==> config.mk <==
export PLATFORM = sky130hd
export DESIGN_NAME = fetch_unit_flat
export DESIGN_NICKNAME = d
export VERILOG_FILES = /design/src/rtl/fetch_unit_if.sv /design/src/rtl/fetch_unit.sv /design/src/flat_wrapper.sv
export SDC_FILE = /design/constraint.sdc
export NUM_CORES = 1
export LEC_CHECK = 0
export CORE_MARGIN = 2
export CORE_UTILIZATION = 42
export DETAILED_ROUTE_END_ITERATION = 8
export PLACE_DENSITY = 0.75
export SLEW_MARGIN = 20
export SYNTH_ARGS = -nofsm -noshare
export SYNTH_HDL_FRONTEND = slang
export SYNTH_SLANG_ARGS = --single-unit
==> constraint.sdc <==
create_clock -name clk -period 1.6 [get_ports clk]
set_input_delay 0.32 -clock clk [delete_from_list [all_inputs] [get_ports clk]]
set_output_delay 0.32 -clock clk [all_outputs]
set_load 0.01 [all_outputs]
==> src/rtl/fetch_unit_if.sv <==
// ============================================================================
//  fetch_unit_if
//  Memory-side req/ack bus and decode-side instruction bus of the fetch stage.
//  Rev 1.0 - initial release
// ============================================================================
`default_nettype none

interface fetch_unit_if #(
    parameter int ADDR_W = 8,
    parameter int DATA_W = 16
);
    logic              mem_req;
    logic [ADDR_W-1:0] mem_addr;
    logic              mem_ack;
    logic [DATA_W-1:0] mem_rdata;
    logic              stall;
    logic              branch_taken;
    logic [ADDR_W-1:0] branch_target;
    logic [DATA_W-1:0] instr;
    logic              instr_valid;
    logic [ADDR_W-1:0] pc_out;

    modport master (
        output mem_req, mem_addr, instr, instr_valid, pc_out,
        input  mem_ack, mem_rdata, stall, branch_taken, branch_target
    );

    modport slave (
        input  mem_req, mem_addr, instr, instr_valid, pc_out,
        output mem_ack, mem_rdata, stall, branch_taken, branch_target
    );
endinterface

`default_nettype wire

==> src/rtl/fetch_unit.sv <==
// ============================================================================
//  fetch_unit
//  Instruction fetch stage: PC, single outstanding memory read, branch redirect.
//  Rev 1.0 - initial release
// ============================================================================
`default_nettype none

module fetch_unit #(
    parameter int                ADDR_W   = 8,
    parameter int                DATA_W   = 16,
    parameter logic [ADDR_W-1:0] RESET_PC = '0
) (
    input  wire logic     clk,
    input  wire logic     res,
    fetch_unit_if.master  bus
);

    typedef enum logic [1:0] {
        S_IDLE  = 2'd0,
        S_FETCH = 2'd1,
        S_ISSUE = 2'd2,
        S_DROP  = 2'd3
    } state_t;

    state_t            state_q;
    logic [ADDR_W-1:0] pc_q;
    logic [ADDR_W-1:0] addr_q;
    logic [ADDR_W-1:0] pc_out_q;
    logic [DATA_W-1:0] instr_q;
    logic              valid_q;

    assign bus.mem_req     = (state_q == S_FETCH) || (state_q == S_DROP);
    assign bus.mem_addr    = addr_q;
    assign bus.instr       = instr_q;
    assign bus.instr_valid = valid_q;
    assign bus.pc_out      = pc_out_q;

    always_ff @(posedge clk or negedge res) begin
        if (!res) begin
            state_q  <= S_IDLE;
            pc_q     <= RESET_PC;
            addr_q   <= RESET_PC;
            pc_out_q <= '0;
            instr_q  <= '0;
            valid_q  <= 1'b0;
        end else begin
            case (state_q)
                S_IDLE: begin
                    addr_q  <= pc_q;
                    state_q <= S_FETCH;
                end

                S_FETCH: begin
                    if (bus.branch_taken) begin
                        pc_q    <= bus.branch_target;
                        valid_q <= 1'b0;
                        if (bus.mem_ack) begin
                            addr_q  <= bus.branch_target;
                            state_q <= S_FETCH;
                        end else begin
                            // Request still in flight: keep the address until it completes.
                            state_q <= S_DROP;
                        end
                    end else if (bus.mem_ack) begin
                        instr_q  <= bus.mem_rdata;
                        pc_out_q <= addr_q;
                        valid_q  <= 1'b1;
                        pc_q     <= pc_q + 1'b1;
                        state_q  <= S_ISSUE;
                    end
                end

                S_ISSUE: begin
                    if (bus.branch_taken) begin
                        pc_q    <= bus.branch_target;
                        addr_q  <= bus.branch_target;
                        valid_q <= 1'b0;
                        state_q <= S_FETCH;
                    end else if (!bus.stall) begin
                        valid_q <= 1'b0;
                        addr_q  <= pc_q;
                        state_q <= S_FETCH;
                    end
                end

                S_DROP: begin
                    if (bus.branch_taken) begin
                        pc_q <= bus.branch_target;
                    end
                    if (bus.mem_ack) begin
                        addr_q  <= bus.branch_taken ? bus.branch_target : pc_q;
                        state_q <= S_FETCH;
                    end
                end

                default: state_q <= S_IDLE;
            endcase
        end
    end

endmodule

`default_nettype wire

==> src/flat_wrapper.sv <==
// flat-port wrapper written by rule: the top's interface ports become plain ports
module fetch_unit_flat 
#(
    parameter int                ADDR_W   = 8,
    parameter int                DATA_W   = 16,
    parameter logic [ADDR_W-1:0] RESET_PC = '0
)
  (clk, res, bus_mem_req, bus_mem_addr, bus_instr, bus_instr_valid, bus_pc_out, bus_mem_ack, bus_mem_rdata, bus_stall, bus_branch_taken, bus_branch_target);
  fetch_unit_if #(.ADDR_W(ADDR_W), .DATA_W(DATA_W)) bus_i ();
  input  wire logic clk;
  input  wire logic res;
  output wire logic [$bits(bus_i.mem_req)-1:0] bus_mem_req;
  output wire logic [$bits(bus_i.mem_addr)-1:0] bus_mem_addr;
  output wire logic [$bits(bus_i.instr)-1:0] bus_instr;
  output wire logic [$bits(bus_i.instr_valid)-1:0] bus_instr_valid;
  output wire logic [$bits(bus_i.pc_out)-1:0] bus_pc_out;
  input wire logic [$bits(bus_i.mem_ack)-1:0] bus_mem_ack;
  input wire logic [$bits(bus_i.mem_rdata)-1:0] bus_mem_rdata;
  input wire logic [$bits(bus_i.stall)-1:0] bus_stall;
  input wire logic [$bits(bus_i.branch_taken)-1:0] bus_branch_taken;
  input wire logic [$bits(bus_i.branch_target)-1:0] bus_branch_target;
  assign bus_mem_req = bus_i.mem_req;
  assign bus_mem_addr = bus_i.mem_addr;
  assign bus_instr = bus_i.instr;
  assign bus_instr_valid = bus_i.instr_valid;
  assign bus_pc_out = bus_i.pc_out;
  assign bus_i.mem_ack = bus_mem_ack;
  assign bus_i.mem_rdata = bus_mem_rdata;
  assign bus_i.stall = bus_stall;
  assign bus_i.branch_taken = bus_branch_taken;
  assign bus_i.branch_target = bus_branch_target;
  fetch_unit #(.ADDR_W(ADDR_W), .DATA_W(DATA_W), .RESET_PC(RESET_PC)) u_core (.clk(clk), .res(res), .bus(bus_i));
endmodule
==> results by stage, run 1 <==
Pwr:
- The share of total power consumed by net switching is 0.282.
- The clock group share of total power is 0.223.
- Across the VDD grid, the largest voltage drop is 0.644 mV.
- Internal power comes to 3.14 mW.
- In this run the power spent charging and discharging nets is 1.24 mW.
- The share of power burned in registers is 0.385.
- The proportion of power drawn by combinational gates is 0.392.
- The power per unit of standard cell area is 1440 nW/um^2.
- The static leakage is 1.28 nW.

STA:
- The share of the clock period used by the worst path after layout is 0.963.
- Setup violations remaining at the end of the flow were counted as 0.
- For the pin with the worst max-slew slack, the measured transition is 269 ps.
- The total negative slack is 0 ps.
- The max-slew headroom at the worst pin is 0.818.
- The worst setup skew after layout is 5.40 ps.
- The minimum period implied by the final worst setup slack is approximately 1500 ps.
- Setup slack on the critical path of the routed design comes to 58.8 ps.
- For this run, the top clock speed supported by timing is 0.649 GHz.
- Setup repair after global routing left no endpoint under its margin.
- The count of final hold-check violations came to 0.
- The number of max-slew violations in the final report is 0.

Routing:
- Dividing the detail-routed via count by the number of cells gives ~5.0.
- The DRC violation count after routing is 0.
- The via count is 1,613.
- The detail-routed net length per standard cell is approximately 14 um.
- The number of DRC markers in iteration 0 is 46.
- The routed design has roughly 4.4 mm of wire.
- For this run, the detailed router's first-pass iteration total came to 4.
- The post-detailed-route count of antenna-violating nets is 0.

Placed design:
- Routability-driven placement finished with a final weighted congestion of around 0.76.
- The placed instance area is slightly below 3000 sq um.
- After legalization and detailed placement, the total HPWL measured around 3.3 mm.
- OpenSTA, run right after detailed placement, puts the worst setup slack at -390 ps.
- Port buffering added 62 buffers.

Clock tree:
- TritonCTS built the clock tree.
- The count of clock tree sinks is 43.
- The maximum root-to-sink buffer count is 2.
- The root buffer cell chosen for the clock tree is sky130_fd_sc_hd__clkbuf_8.
- The number of clock buffers added by TritonCTS is 5.
- The clock latency reported for the late side of the worst-skew pair is a little under 300 ps.
- The clock-pin slew of the registers on the worst-case setup and hold paths is 80 ps.
- In this run the number of H-tree levels came out at 2.

Setup path:
- Of all nets on the critical path, the largest fanout is 3.
- In this run the worst setup path begins at u_core.state_q[1].
- The worst register-to-register path begins at u_core.state_q[1].
- At the worst endpoint, the required time is 1780 ps.
- The endpoint of the most critical register-to-register path is u_core.pc_q[7].
- By startpoint and endpoint, the worst setup path is classified as register to register.
- The sort of element at the end of the critical path is a register.
- The number of cells on the worst reg-to-reg path is 4.
- The internal reg-to-reg setup slack is 60 ps.
- The kind of launch point of the worst setup path is a register.
- Data arrives at the worst endpoint at 1720 ps.

Die:
- The floorplan step set the die height to 73.8 um.
- The area enclosed by the die boundary is 5440 sq um.
- Pin placement for this block handled 63 I/O pins.
- The die span in x is ~74 um.
- The total area inside the core boundary comes to 4720 sq um.
- Row generation in the floorplan step produced 25 rows.
- The starting density of the core is 0.433.

Logic synthesis:
- The share of synthesized area occupied by flip-flops and latches is 0.526.
- The post-synth design cell area is 2050 sq um.
- Yosys printed 0 warnings.
- Summed over all instances, the cell type with the most area after synthesis is sky130_fd_sc_hd__dfrtp_1.
- The synthesized design contains 43 register bits.
- Counting flops with a built-in enable in the synthesized netlist gives 0.
- Ranked by total cell area, the synthesized netlist is headed by sky130_fd_sc_hd__dfrtp_1 53%, sky130_fd_sc_hd__mux2_2 14%, sky130_fd_sc_hd__mux2i_1 5.9%.
- The most frequently used flop master after synthesis is sky130_fd_sc_hd__dfrtp_1.
- The gate count of the mapped netlist is 171.
- Of all flip-flops after synthesis, the portion carrying an async set or reset was 1.00.
- Counting every net in the synthesized netlist gives 201.
- In this run, distinct cell masters in the synthesized netlist total 37.
- Of the post-synthesis cell area, the dominant cell type holds 0.526.
- The average footprint of a synthesized cell is 12.0 sq um.

Layout:
- The cell area after layout is just over 3000 sq um.
- The number of antenna cells inserted is 0.
- The leading cell type in the layout, fill and taps excluded is sky130_fd_sc_hd__clkdlybuf4s50_1.
- The layout cell share with drive strength beyond 1 is 0.244.
- The area growth from synthesis to layout is 49.2%.
- The library cells used most frequently in the layout, excluding fill and tap cells, are 60 x sky130_fd_sc_hd__clkdlybuf4s50_1, 43 x sky130_fd_sc_hd__dfrtp_1, 25 x sky130_fd_sc_hd__mux2_2, 18 x sky130_fd_sc_hd__buf_4, 15 x sky130_fd_sc_hd__nand2_1.
- The net total in the final layout is 283.

Job:
- Max-cap violations in this run came to 0.

Global routing:
- The pin count of the biggest net entering global routing is 44.
- In the global route stage, overall resource usage came out at 0.176.
- The number of antenna violations at the first check in global routing is 0.
- The number of global-route vias before repair is 1,508.
- The global-route wire length before repair is approximately 7.2 mm.
- The overall overflow remaining after global route is 0.

Min path:
- The endpoint of the worst hold-timing path is u_core.bus.mem_addr[7].
- The worst hold path passes through 2 cells.
- The startpoint identified for the worst hold timing path is u_core.bus.mem_addr[7].
- The path class of the tightest hold or removal check is register to register.

Outcome:
- The run finished with clean final reports.
## cell usage after synthesis (2+ instances only)
library cell                count
sky130_fd_sc_hd__nand2_1       15
sky130_fd_sc_hd__mux2i_1       12
sky130_fd_sc_hd__o21ai_1        2
sky130_fd_sc_hd__o21ai_0       14
sky130_fd_sc_hd__o21a_1         3
sky130_fd_sc_hd__clkbuf_1       2
sky130_fd_sc_hd__nor3_1         3
sky130_fd_sc_hd__nor2_1         3
sky130_fd_sc_hd__a22oi_1        3
sky130_fd_sc_hd__a21oi_1        5
sky130_fd_sc_hd__mux2_2        25
sky130_fd_sc_hd__dfrtp_1       43
sky130_fd_sc_hd__buf_4          2
sky130_fd_sc_hd__nand2b_1       6
sky130_fd_sc_hd__buf_2          5
sky130_fd_sc_hd__o2bb2ai_1      4
sky130_fd_sc_hd__inv_1          4
## repair_timing
| item | in CTS | in global routing |
|---|---|---|
| gates resized for setup | 3 | 0 |
| endpoints found under the setup margin | 5 | 0 |
| hold buffers | 1 | 0 |
| hold endpoints to repair | 9 | 0 |
| setup buffers | 1 | 0 |
## how the worst max path moves through the flow
stage                                   to  slack (ps)  cells past startpoint
floorplan                   u_core.pc_q[7]          70                      4
global placement            u_core.pc_q[7]        -340                      5
detailed placement          u_core.pc_q[7]        -390                      5
CTS                 u_core.bus.mem_addr[2]          40                      5
global route           u_core.bus.instr[4]         0.3                      4
finish                      u_core.pc_q[7]          60                      4
## per-layer routing
layer	routed length (um)	up-vias	global-route usage
li1	-	792	-
met1	1900	756	0.220
met2	2120	59	0.291
met3	344	6	0.0494
met4	61	0	0.0606
met5	0	-	0
## sequential cells by signal, summed over array words and instances (netlist names)
name                    flops
u_core.state_q              2
u_core.pc_q                 8
u_core.bus.instr_valid      1
u_core.bus.instr           16
u_core.bus.pc_out           8
u_core.bus.mem_addr         8
## worst max-delay path, cell delays in order (launching register included)
cell                        delay, ps
sky130_fd_sc_hd__dfrtp_1          400
sky130_fd_sc_hd__nand4bb_4        210
sky130_fd_sc_hd__or3_4            410
sky130_fd_sc_hd__mux2i_1          130
sky130_fd_sc_hd__a221o_1          290
## kinds of logic (layout without fill, tap and decap cells)
| family | after synthesis | count (layout) | share of synthesized area |
|---|---|---|---|
| multiplexers | 38 | 38 | 0.207 |
| AO/OA/AOI/OAI | 39 | 39 | 0.124 |
| buffers and inverters | 14 | 97 | 0.0330 |
| flip-flops | 43 | 43 | 0.526 |
| AND/OR/NAND/NOR | 36 | 36 | 0.104 |
| adder cells (fa/ha/maj) | 1 | 1 | 0.00612 |
## through the flow
step           utilization  hold WS, ps  power [mW]  instances
6_report             0.646          503        4.38        321
5_1_grt              0.646          523        4.64        321
4_1_cts              0.646          513        4.44        321
3_5_place_dp         0.611          313        3.43        311
3_3_place_gp         0.611          313        3.37        311
2_1_floorplan            -         24.4        2.44        171
## power by group through the flow
stage | clock (mW) | sequential, mW | combinational (mW)
finish | 0.975 | 1.69 | 1.72
detailed placement | 0 | 1.71 | 1.72
CTS | 1.00 | 1.70 | 1.74
global placement | 0 | 1.69 | 1.69
global route | 1.05 | 1.74 | 1.85
floorplan | 0 | 1.85 | 0.589
## final cells by class
class	count	area, sq um
fillers	378	1670
flip-flops and latches	43	1080
multi-input cells	114	913
repair buffers	85	831
well taps	67	83.8
clock buffers	6	72.6
clock inverters	2	60.1
inverters	4	15.0
Power figures use the tool's default switching activity.
==> run 2, diff against run 1 <==
--- a/config.mk
+++ b/config.mk
@@ -5,7 +5,7 @@
 export SDC_FILE = /design/constraint.sdc
 export NUM_CORES = 1
 export LEC_CHECK = 0
-export CORE_MARGIN = 2
+export CORE_MARGIN = 5
 export CORE_UTILIZATION = 42
 export DETAILED_ROUTE_END_ITERATION = 8
 export PLACE_DENSITY = 0.75
==> run 2 against run 1 <==
Clock power rose by 1%. Utilization rose by 0.11 points. Global-route usage fell by 2.6 points. Setup slack got worse by 2.6 ps. Critical endpoint is now bus_mem_addr[7]. Maximum frequency fell by 0.17%. Worst hold slack got worse by 420 ps. Clock-buffer cell count did not move. Register-to-register slack barely moved.
==> results by stage, run 2 (synthesized netlist as in run 1, its figures left out) <==
Setup path:
- The family with the most delay on the worst path is buffers and inverters (was simple AND/OR/NAND/NOR gates).
- The number of buffers and inverters on the critical path came to 1 (was 0).
- The delay of the slowest cell on the worst path is 560 ps (was 410 ps).
- The sort of element at the end of the critical path is an output port (was register).
- The required time at the endpoint of the critical path was 1280 ps (was 1780 ps).
- The number of cells traversed by the worst register-to-register path is 4 (unchanged).
- The kind of launch point of the worst setup path was a register (unchanged).
- The start-to-end type of the worst setup path is register to output port (was register to register).
- The maximum net fanout on the critical path is 3 (unchanged).
- The number of cells on the critical path is 1 (was 4).
- Crit-path cells: clkdlybuf4s50_1 (was nand4bb_4 > or3_4 > mux2i_1 > a221o_1).
- The cell with the largest stage delay on the worst path is sky130_fd_sc_hd__clkdlybuf4s50_1 (was sky130_fd_sc_hd__or3_4).
- The arrival time reported for the critical path endpoint is 1220 ps (was 1720 ps).

Layout:
- The number of antenna cells inserted is 0 (unchanged).
- The area growth from synthesis to layout came to 49.4% (was 49.2%).
- The net total in the final layout is 283 (unchanged).
- Leading cell types in the layout, fill and taps excluded: 59 x sky130_fd_sc_hd__clkdlybuf4s50_1, 42 x sky130_fd_sc_hd__dfrtp_1, 25 x sky130_fd_sc_hd__mux2_2, 19 x sky130_fd_sc_hd__buf_4, 15 x sky130_fd_sc_hd__nand2_1 (was 60 x sky130_fd_sc_hd__clkdlybuf4s50_1, 43 x sky130_fd_sc_hd__dfrtp_1, 25 x sky130_fd_sc_hd__mux2_2, 18 x sky130_fd_sc_hd__buf_4, 15 x sky130_fd_sc_hd__nand2_1).
- The utilization after layout is 0.647 (was 0.646).
- The flip-flop count of the largest register, all copies and words added came to 16 (unchanged).
- The leading cell type in the layout, fill and taps excluded is sky130_fd_sc_hd__clkdlybuf4s50_1 (unchanged).
- The cell area after layout was 3060 sq um (was 3050 sq um).
- The layout cell share with drive strength beyond 1 was 0.252 (was 0.244).

Min path:
- The path type of the worst min-delay path is input pin to async pin (was register to register).

Global routing:
- The global-route wire length before repair came to 7.51 mm (was 7.16 mm).
- The overall overflow remaining after global route is 0 (unchanged).
- The pin count of the biggest net entering global routing is 44 (unchanged).
- The number of antenna violations at the first check in global routing was 0 (unchanged).
- The aggregate global-route resource usage was 0.150 (was 0.176).
- The number of global-route vias before repair is 1,532 (was 1,508).

Routing:
- The DRC violation count after routing is 0 (unchanged).
- The post-detailed-route count of antenna-violating nets was 0 (unchanged).
- The number of DRC markers in iteration 0 is 61 (was 46).
- The detailed-route vias per instance is 4.94 (was 5.02).
- The detail-routed net length per standard cell is 13.6 um (was 13.8 um).
- The via count came to 1,585 (was 1,613).
- The first-pass detailed-route iteration total is 4 (unchanged).
- The total wirelength of the detailed-routed design is 4.36 mm (was 4.43 mm).

STA:
- The maximum frequency from static timing analysis is 0.648 GHz (was 0.649 GHz).
- The worst setup skew after layout is 10.7 ps (was 5.40 ps).
- The final setup slack of the worst path was 56.2 ps (was 58.8 ps).
- The minimum period implied by the final worst setup slack is 1540 ps (about the same).
- The transition time at the pin with the least slew margin is 530 ps (was 269 ps).
- The count of final hold-check violations is 0 (unchanged).
- The max-slew headroom at the worst pin is 0.647 (was 0.818).
- The number of max-slew violations in the final report came to 0 (unchanged).
- Unrepaired setup endpoints after global routing: no (unchanged).
- The share of the clock period used by the worst path after layout is 0.965 (was 0.963).
- The worst hold-check slack is 86.3 ps (was 503 ps).
- The number of failing setup endpoints in the final timing report was 0 (unchanged).

Placed design:
- The post-placement worst setup slack is -345 ps (was -390 ps).
- The total half-perimeter wirelength after legalization and detailed placement came to 3.31 mm (was 3.26 mm).
- The routability congestion estimate from global placement is 0.820 (was 0.755).
- The placed instance area is 2880 sq um (was 2890 sq um).
- The count of buffers from port buffering was 62 (unchanged).

Pwr:
- The worst ir drop on vdd is 0.623 mV (was 0.644 mV).
- The power per unit of standard cell area is 1440 nW/um^2 (about the same).
- The static leakage is 1.30 nW (was 1.28 nW).

Die:
- The height of the die came to 79.8 um (was 73.8 um).
- The area enclosed by the die boundary is 6370 sq um (was 5440 sq um).
- The number of primary I/O pins came to 63 (unchanged).
- The starting density of the core was 0.433 (unchanged).
- The placeable core region came to 4720 sq um (unchanged).
- The die span in x came to 79.8 um (was 73.8 um).
- The number of placement rows is 25 (unchanged).

Clock tree:
- The number of buffers created by CTS is 5 (unchanged).
- The clock-pin slew of the registers on the worst-case setup and hold paths is 90 ps (was 80 ps).
- The clock tree from TritonCTS is done (unchanged).
- The count of clock tree sinks is 43 (unchanged).
- The number of levels the H-tree was split into is 2 (unchanged).
- The count of hold-fix buffers inserted at cts was 0 (was 1).
- The library cell used as clock root buffer is sky130_fd_sc_hd__clkbuf_8 (unchanged).
- The clock latency reported for the late side of the worst-skew pair came to 290 ps (about the same).
- The maximum root-to-sink buffer count came to 2 (unchanged).

Outcome:
- Status: finished, final reports clean (unchanged).

Job:
- The max-cap check violation count is 0 (unchanged).
[run 2: worst paths after layout]
path                       slack, ps              endpoint                   start
setup / recovery                  60       bus_mem_addr[7]  u_core.bus.mem_addr[7]
hold / removal                    90        u_core.pc_q[0]                     res
setup reg to reg                  60        u_core.pc_q[7]       u_core.state_q[1]
hold reg to reg                  510  u_core.bus.instr[10]    u_core.bus.instr[10]
max in group asynchronous       1140     u_core.state_q[0]                     res
min in group clk                 480        u_core.pc_q[4]        bus_branch_taken
[run 2: timing repair]
action                     4_1_cts  5_1_grt
resized for setup                1        8
setup endpoints to repair        4        8
buffers inserted                 0        1
cloned                           0        0
hold endpoints to repair         0        0
[run 2: layout make-up]
class                   instances  area (sq um)
repair buffers                 85           835
fillers                       364          1670
flip-flops and latches         43          1080
clock inverters                 2          60.1
well taps                      67          83.8
inverters                       4          15.0
multi-input cells             114           913
clock buffers                   6          72.6
[run 2: report_power, final]
part | switching [mW] | total, mW | internal, mW
registers | 0.227 | 1.68 | 1.46
logic | 0.652 | 1.72 | 1.07
clock network | 0.361 | 0.985 | 0.624
total | 1.24 | 4.39 | 3.15
[run 2: per-stage QoR]
stage	total power, mW	std cells	setup TNS, ps
2_1_floorplan	2.44	171	0
3_3_place_gp	3.39	312	-9380
3_5_place_dp	3.43	312	-9260
4_1_cts	4.43	320	-63.9
5_1_grt	4.68	321	0
6_report	4.39	321	0
[run 2: per-layer routing]
metal | share of wire | track usage | up-vias | wire [um]
li1 | - | - | 787 | -
met1 | 0.47 | 0.203 | 727 | 2050
met4 | 0.0089 | 0.0355 | 0 | 39
met2 | 0.43 | 0.238 | 64 | 1880
met3 | 0.091 | 0.0418 | 7 | 399
met5 | 0 | 0 | - | 0
==> run 3, diff against run 2 <==
--- a/config.mk
+++ b/config.mk
@@ -5,9 +5,11 @@
 export SDC_FILE = /design/constraint.sdc
 export NUM_CORES = 1
 export LEC_CHECK = 0
+export CAP_MARGIN = 20
 export CORE_MARGIN = 5
 export CORE_UTILIZATION = 42
 export DETAILED_ROUTE_END_ITERATION = 8
+export GPL_ROUTABILITY_DRIVEN = 0
 export PLACE_DENSITY = 0.75
 export SLEW_MARGIN = 20
 export SYNTH_ARGS = -nofsm -noshare
==> results of run 3 <==
Final layout, timing and power as in run 2 (identical DEF).
==> RTL edit 1, RTL diff (config.mk and constraints of run 2) <==
`ADDR_W` is set to 8 in 3 places; all go to 7.
--- a/src/rtl/fetch_unit_if.sv
+++ b/src/rtl/fetch_unit_if.sv
@@ -8,3 +8,3 @@
 interface fetch_unit_if #(
-    parameter int ADDR_W = 8,
+    parameter int ADDR_W = 7,
     parameter int DATA_W = 16
--- a/src/rtl/fetch_unit.sv
+++ b/src/rtl/fetch_unit.sv
@@ -8,3 +8,3 @@
 module fetch_unit #(
-    parameter int                ADDR_W   = 8,
+    parameter int                ADDR_W   = 7,
     parameter int                DATA_W   = 16,
--- a/src/flat_wrapper.sv
+++ b/src/flat_wrapper.sv
@@ -3,3 +3,3 @@
 #(
-    parameter int                ADDR_W   = 8,
+    parameter int                ADDR_W   = 7,
     parameter int                DATA_W   = 16,
Ports: changed (resized bus_branch_target, bus_mem_addr and bus_pc_out); port bits go from 63 to 60. No check against the original RTL was run, so the function may have changed too.
==> RTL edit 1 against run 2 <==
- routed wire length is 2.5% lower
- largest power group is now sequential cells
- clock power is 11% lower
- maximum frequency is 0.47% lower
- sequential cell count is 3 lower
- clock skew is 0.0061 ns lower
- synthesized area is 8.6% lower
- total power is 16% lower
- sequential share of layout area is 1.2 points higher
- cell area is 9.8% lower
- worst setup slack worse by 0.0074 ns
==> RTL edit 1: results (changes against run 2) <==
- Outcome: completed (unchanged)
- Placer Congestion: 0.854 (was 0.820)
- Yosys cell types: 33 (was 37)
- CP Data Arrival Time: 1.23 ns
- Hold Crit Class: input pin to asynchronous set/reset pin (unchanged)
- Clock buffer depth: 2 (unchanged)
- Fillers: 355 (was 364)
- Mapped Avg Cell Area: 12.0 um2 (about the same)
- Worst setup path endpoint: bus_mem_addr[6] (was bus_mem_addr[7])
- Primary FF master, synth: dfrtp_1 (unchanged)
- Max VDD drop: 0.000488 V (was 0.000623 V)
- Top cells by area, synth: dfrtp_1 (54%), mux2_2 (14%), mux2i_1 (4.3%) (was dfrtp_1 (53%), mux2_2 (14%), mux2i_1 (5.9%))
- Per-cell routed wire length: 15.0 um (was 13.6 um)
- Clock Skew: 0.00465 ns (was 0.0107 ns)
- Worst-case reg-to-reg path depth: 6 (was 4)
- N_diodes: 0 (unchanged)
- Max-Cap Viols: 0 (unchanged)
- Hold WS: 0.376 ns (was 0.0863 ns)
- Vias/cell: 5.26 (was 4.94)
- Nets@finish: 260 (was 283)
- Syn nets: 185 (was 201)
- Initial DRC count: 57 (was 61)
- Dpl cells: 274 (was 312)
- FF-to-FF End: u_core.bus.mem_addr[3] (was u_core.pc_q[7])
- Pre-CTS WS: -0.225 ns (was -0.345 ns)
- Critical path peak fanout: 3 (unchanged)
- Flop2flop setup slack: 0.13 ns (was 0.06 ns)
- First-pass GRT wire length: 7.15 mm (was 7.51 mm)
- Root buf cell: clkbuf_8 (unchanged)
- Vias in the first global route: 1,457 (was 1,532)
- Placed Area: 0.00261 mm2 (was 0.00288 mm2)
- Final Cycle Share: 96.9% (was 96.5%)
- Post-synth top cells: dfrtp_1 (40), mux2_2 (23), a21oi_1 (13) (was dfrtp_1 (43), mux2_2 (25), nand2_1 (15))
- Port bufs: 59 (was 62)
- Leak pwr: 0.00112 uW (was 0.00130 uW)
- CP top delay family: buffers and inverters (unchanged)
- RR Startpoint: u_core.state_q[0] (was u_core.state_q[1])
- Final cell count without fillers: 284 (was 321)
- Post-DP HPWL: 3.15 mm (was 3.31 mm)
- Tot GR Track Use: 14.6% (was 15.0%)
- Adder-cell area share of the yosys netlist: 0.669% (was 0.612%)
- Slew headroom: 81.9% (was 64.7%)
- Largest net degree at the start of global routing: 37 (was 44)
- Register area share after synthesis: 53.5% (was 52.6%)
- TritonRoute pass-1 iters: 5 (was 4)
- Mux cell area share after synthesis: 19.3% (was 20.7%)
- Compound-Gate Fraction of Synth Area: 9.50% (was 12.4%)
- Share of layout cells above drive strength 1: 25.0% (was 25.2%)
- CP startpoint: u_core.bus.mem_addr[6] (was u_core.bus.mem_addr[7])
## RTL edit 1: routing by layer
| layer | GRT usage, % | vias up | part of all wire (%) |
|---|---|---|---|
| li1 | - | 715 | - |
| met1 | 20.7 | 699 | 48 |
| met2 | 22.5 | 74 | 43 |
| met3 | 3.75 | 6 | 9.1 |
| met4 | 3.15 | 0 | 0.75 |
| met5 | 0 | - | 0 |
## RTL edit 1: layout make-up
cell class | instances | area (um2) | share of cell area, %
clock inverter | 2 | 38.8 | 1.41
tap | 52 | 65.1 | 2.36
sequential | 40 | 1000 | 36.4
clock buffer | 6 | 82.6 | 3.00
inverter | 3 | 11.3 | 0.409
multi-input combinational | 104 | 795 | 28.8
timing repair buffer | 77 | 761 | 27.6
## RTL edit 1: report_power, final
part	internal [uW]	switching [uW]	leakage, uW
clock	510	371	0.0000614
combinational	826	503	0.000601
sequential	1310	187	0.000458
total	2640	1060	0.00112
## RTL edit 1: logic make-up after synthesis
kind of cell | count (synthesis)
AO/OA/AOI/OAI | 29
flip-flops | 40
adder cells (fa/ha/maj) | 1
AND/OR/NAND/NOR | 42
multiplexers | 32
buffers and inverters | 12
## RTL edit 1: worst min path at each step
stage                     from             endpoint  depth (start not counted)
final                      res  u_core.bus.instr[1]                          2
after global routing       res  u_core.bus.instr[1]                          2
after CTS                  res  u_core.bus.instr[1]                          2
after detailed placement   res  u_core.bus.instr[1]                          1
after global placement     res  u_core.bus.instr[1]                          1
after floorplan            res  u_core.bus.instr[0]                          0
## RTL edit 1: repair_timing
item,CTS,global route
setup endpoints to repair,1,2
endpoints found under the hold margin,4,0
gates resized for setup,1,3
hold buffers,1,0
setup buffers,1,0
pin swaps,0,0
==> RTL edit 2, RTL diff (config.mk and constraints of run 2) <==
Made on the original files. The 4 states of `state_t` get a Gray code encoding in 2 bits.
--- a/src/rtl/fetch_unit.sv
+++ b/src/rtl/fetch_unit.sv
@@ -18,6 +18,6 @@
     typedef enum logic [1:0] {
-        S_IDLE  = 2'd0,
-        S_FETCH = 2'd1,
-        S_ISSUE = 2'd2,
-        S_DROP  = 2'd3
+        S_IDLE  = 2'b00,
+        S_FETCH = 2'b01,
+        S_ISSUE = 2'b11,
+        S_DROP  = 2'b10
     } state_t;
Behaviour: same outputs for any inputs over 10 cycles, from zero or initial values; not proved beyond that.
==> RTL edit 2 against run 2 <==
- synthesized area rose by 5.5%
- global-route usage rose by 1.0 points
- sequential cell count did not move
- critical path depth rose by 7
- cell area rose by 9.4%
- first-iteration DRC count rose by 110%
- routed wire length rose by 20%
- worst setup slack got worse by 0.025 ns
- largest cell class is now multi-input gates
Power is not compared: it rests on default switching activity, and its combinational part moved more than twofold at a synthesized area within 25%.
==> RTL edit 2: results (changes against run 2) <==
- CP Data Arrival Time: 1.74 ns (was 1.22 ns)
- N_diodes: 0 (unchanged)
- Share of layout cells above drive strength 1: 33.3% (was 25.2%)
- Tot GR Track Use: 16.0% (was 15.0%)
- Per-cell routed wire length: 15.1 um (was 13.6 um)
- Initial antenna violation count: 0 (unchanged)
- Leak pwr: 0.00150 uW
- Outcome: completed (unchanged)
- H-tree levels: 2 (unchanged)
- Mux cell area share after synthesis: 15.2% (was 20.7%)
- Port bufs: 62 (unchanged)
- Vias in the first global route: 1,717 (was 1,532)
- Root buf cell: clkbuf_8 (unchanged)
- Hold Crit Class: input pin to asynchronous set/reset pin (unchanged)
- Critical path peak fanout: 8 (was 3)
- Seq pwr share: 31.5%
- RR Startpoint: u_core.state_q[1] (unchanged)
- CP startpoint: u_core.state_q[1] (was u_core.bus.mem_addr[7])
- Met3 WL: 436 um (was 399 um)
- Flop2flop setup slack: 0.03 ns (was 0.06 ns)
- Met1 wire length: 2.31 mm (was 2.05 mm)
- Fillers: 381 (was 364)
- GRT met2 Usage: 26.2% (was 23.8%)
- Clk Latency, worst-skew pair: 0.29 ns (about the same)
- Post-layout min period: 1.57 ns (was 1.54 ns)
- Pre-CTS WS: -0.183 ns (was -0.345 ns)
- Slowest stage delay, CP: 0.41 ns (was 0.56 ns)
- Largest net degree at the start of global routing: 20 (was 44)
- Detail Route met2 WL: 2.43 mm (was 1.88 mm)
- Register area share after synthesis: 49.9% (was 52.6%)
- Initial DRC count: 129 (was 61)
- Primary FF master, synth: dfrtp_1 (unchanged)
- Post-synth top cells: dfrtp_1 (43), mux2_2 (14), nand2_1 (13) (was dfrtp_1 (43), mux2_2 (25), nand2_1 (15))
- Syn nets: 213 (was 201)
- Adder-cell area share of the yosys netlist: 2.90% (was 0.612%)
- Met1 Use GR: 21.1% (was 20.3%)
- CP max stage cell: dfrtp_1 (was clkdlybuf4s50_1)
- Met3 Use GR: 4.06% (was 4.18%)
- Max Used Layer: met4 (unchanged)
- DR vias: 1,803 (was 1,585)
- Sw Share: 34.9%
- XOR/XNOR Fraction of Synth Area: 0% (unchanged)
- Placer Congestion: 0.911 (was 0.820)
- Post-DP HPWL: 3.82 mm (was 3.31 mm)
- Top cells by area, synth: dfrtp_1 (50%), mux2_2 (7.3%), mux2_4 (7.0%) (was dfrtp_1 (53%), mux2_2 (14%), mux2i_1 (5.9%))
- First-pass GRT wire length: 8.22 mm (was 7.51 mm)
- Compound-Gate Fraction of Synth Area: 14.4% (was 12.4%)
- Worst setup path endpoint: u_core.bus.mem_addr[3] (was bus_mem_addr[7])
- TritonRoute pass-1 iters: 4 (unchanged)
- Clock buffer depth: 2 (unchanged)
- Slew @ Worst Pin: 0.327 ns (was 0.530 ns)
- Largest register FFs: 16 (unchanged)
- Clock Skew: 0.00398 ns (was 0.0107 ns)
- Nets@finish: 309 (was 283)
- CTS clk-pin slew, worst paths: 0.08 ns
- Worst-case reg-to-reg path depth: 8 (was 4)
- Max VDD drop: 0.000900 V
- Yosys cell types: 47 (was 37)
RTL edit 2: cell types whose count changed in the layout (fill, tap and decap cells not counted), moves of 3 or more:
cell / before / now
mux2_2: 25 / 13
buf_4: 19 / 22
o21ai_0: 14 / 3
o22ai_1: 1 / 4
o21ai_1: 2 / 8
nor2_1: 3 / 7
a22oi_2: 0 / 6
mux2_4: 0 / 11
nand2b_1: 6 / 0
o2bb2ai_1: 4 / 0
buf_6: 1 / 6
o21a_1: 3 / 0
nand3_1: 1 / 6
mux2i_1: 12 / 2
RTL edit 2: timing repair:
action / 4_1_cts / 5_1_grt
pin swaps: 2 / 10
hold buffers: 1 / 0
buffers inserted: 5 / 4
gates cloned: 0 / 0
hold endpoints to repair: 10 / 0
gates resized for setup: 7 / 26
setup endpoints to repair: 32 / 40
RTL edit 2: cell type report:
class | count | share of cell area (%)
Multi-Input combinational cell | 123 | 32.4
Sequential cell | 43 | 32.2
Timing Repair Buffer | 96 | 28.7
Tap cell | 70 | 2.62
Clock buffer | 5 | 2.06
Clock inverter | 3 | 1.31
Inverter | 6 | 0.749
RTL edit 2: kinds of logic after synthesis:
logic type / count (synthesis)
and+or+nand+nor: 49
AOI/OAI and AO/OA: 43
DFF: 43
muxes: 26
buffers and inverters: 13
adders and majority gates: 5
RTL edit 2: through the flow:
step                std cells  instance area [um2]  hold slack (ns)
global placement          328                 3030            0.226
finish                    346                 3340            0.447
CTS                       342                 3210            0.457
floorplan                 179                 2160           0.0244
global route              346                 3340            0.475
detailed placement        328                 3030            0.224
RTL edit 2: worst max-delay path, delay by kind of cell (launching register included):
kind	cells	cell delay, ns
buffers and inverters	3	0.41
DFF	1	0.41
AOI/OAI and AO/OA	3	0.32
adders and majority gates	1	0.18
and+or+nand+nor	1	0.13
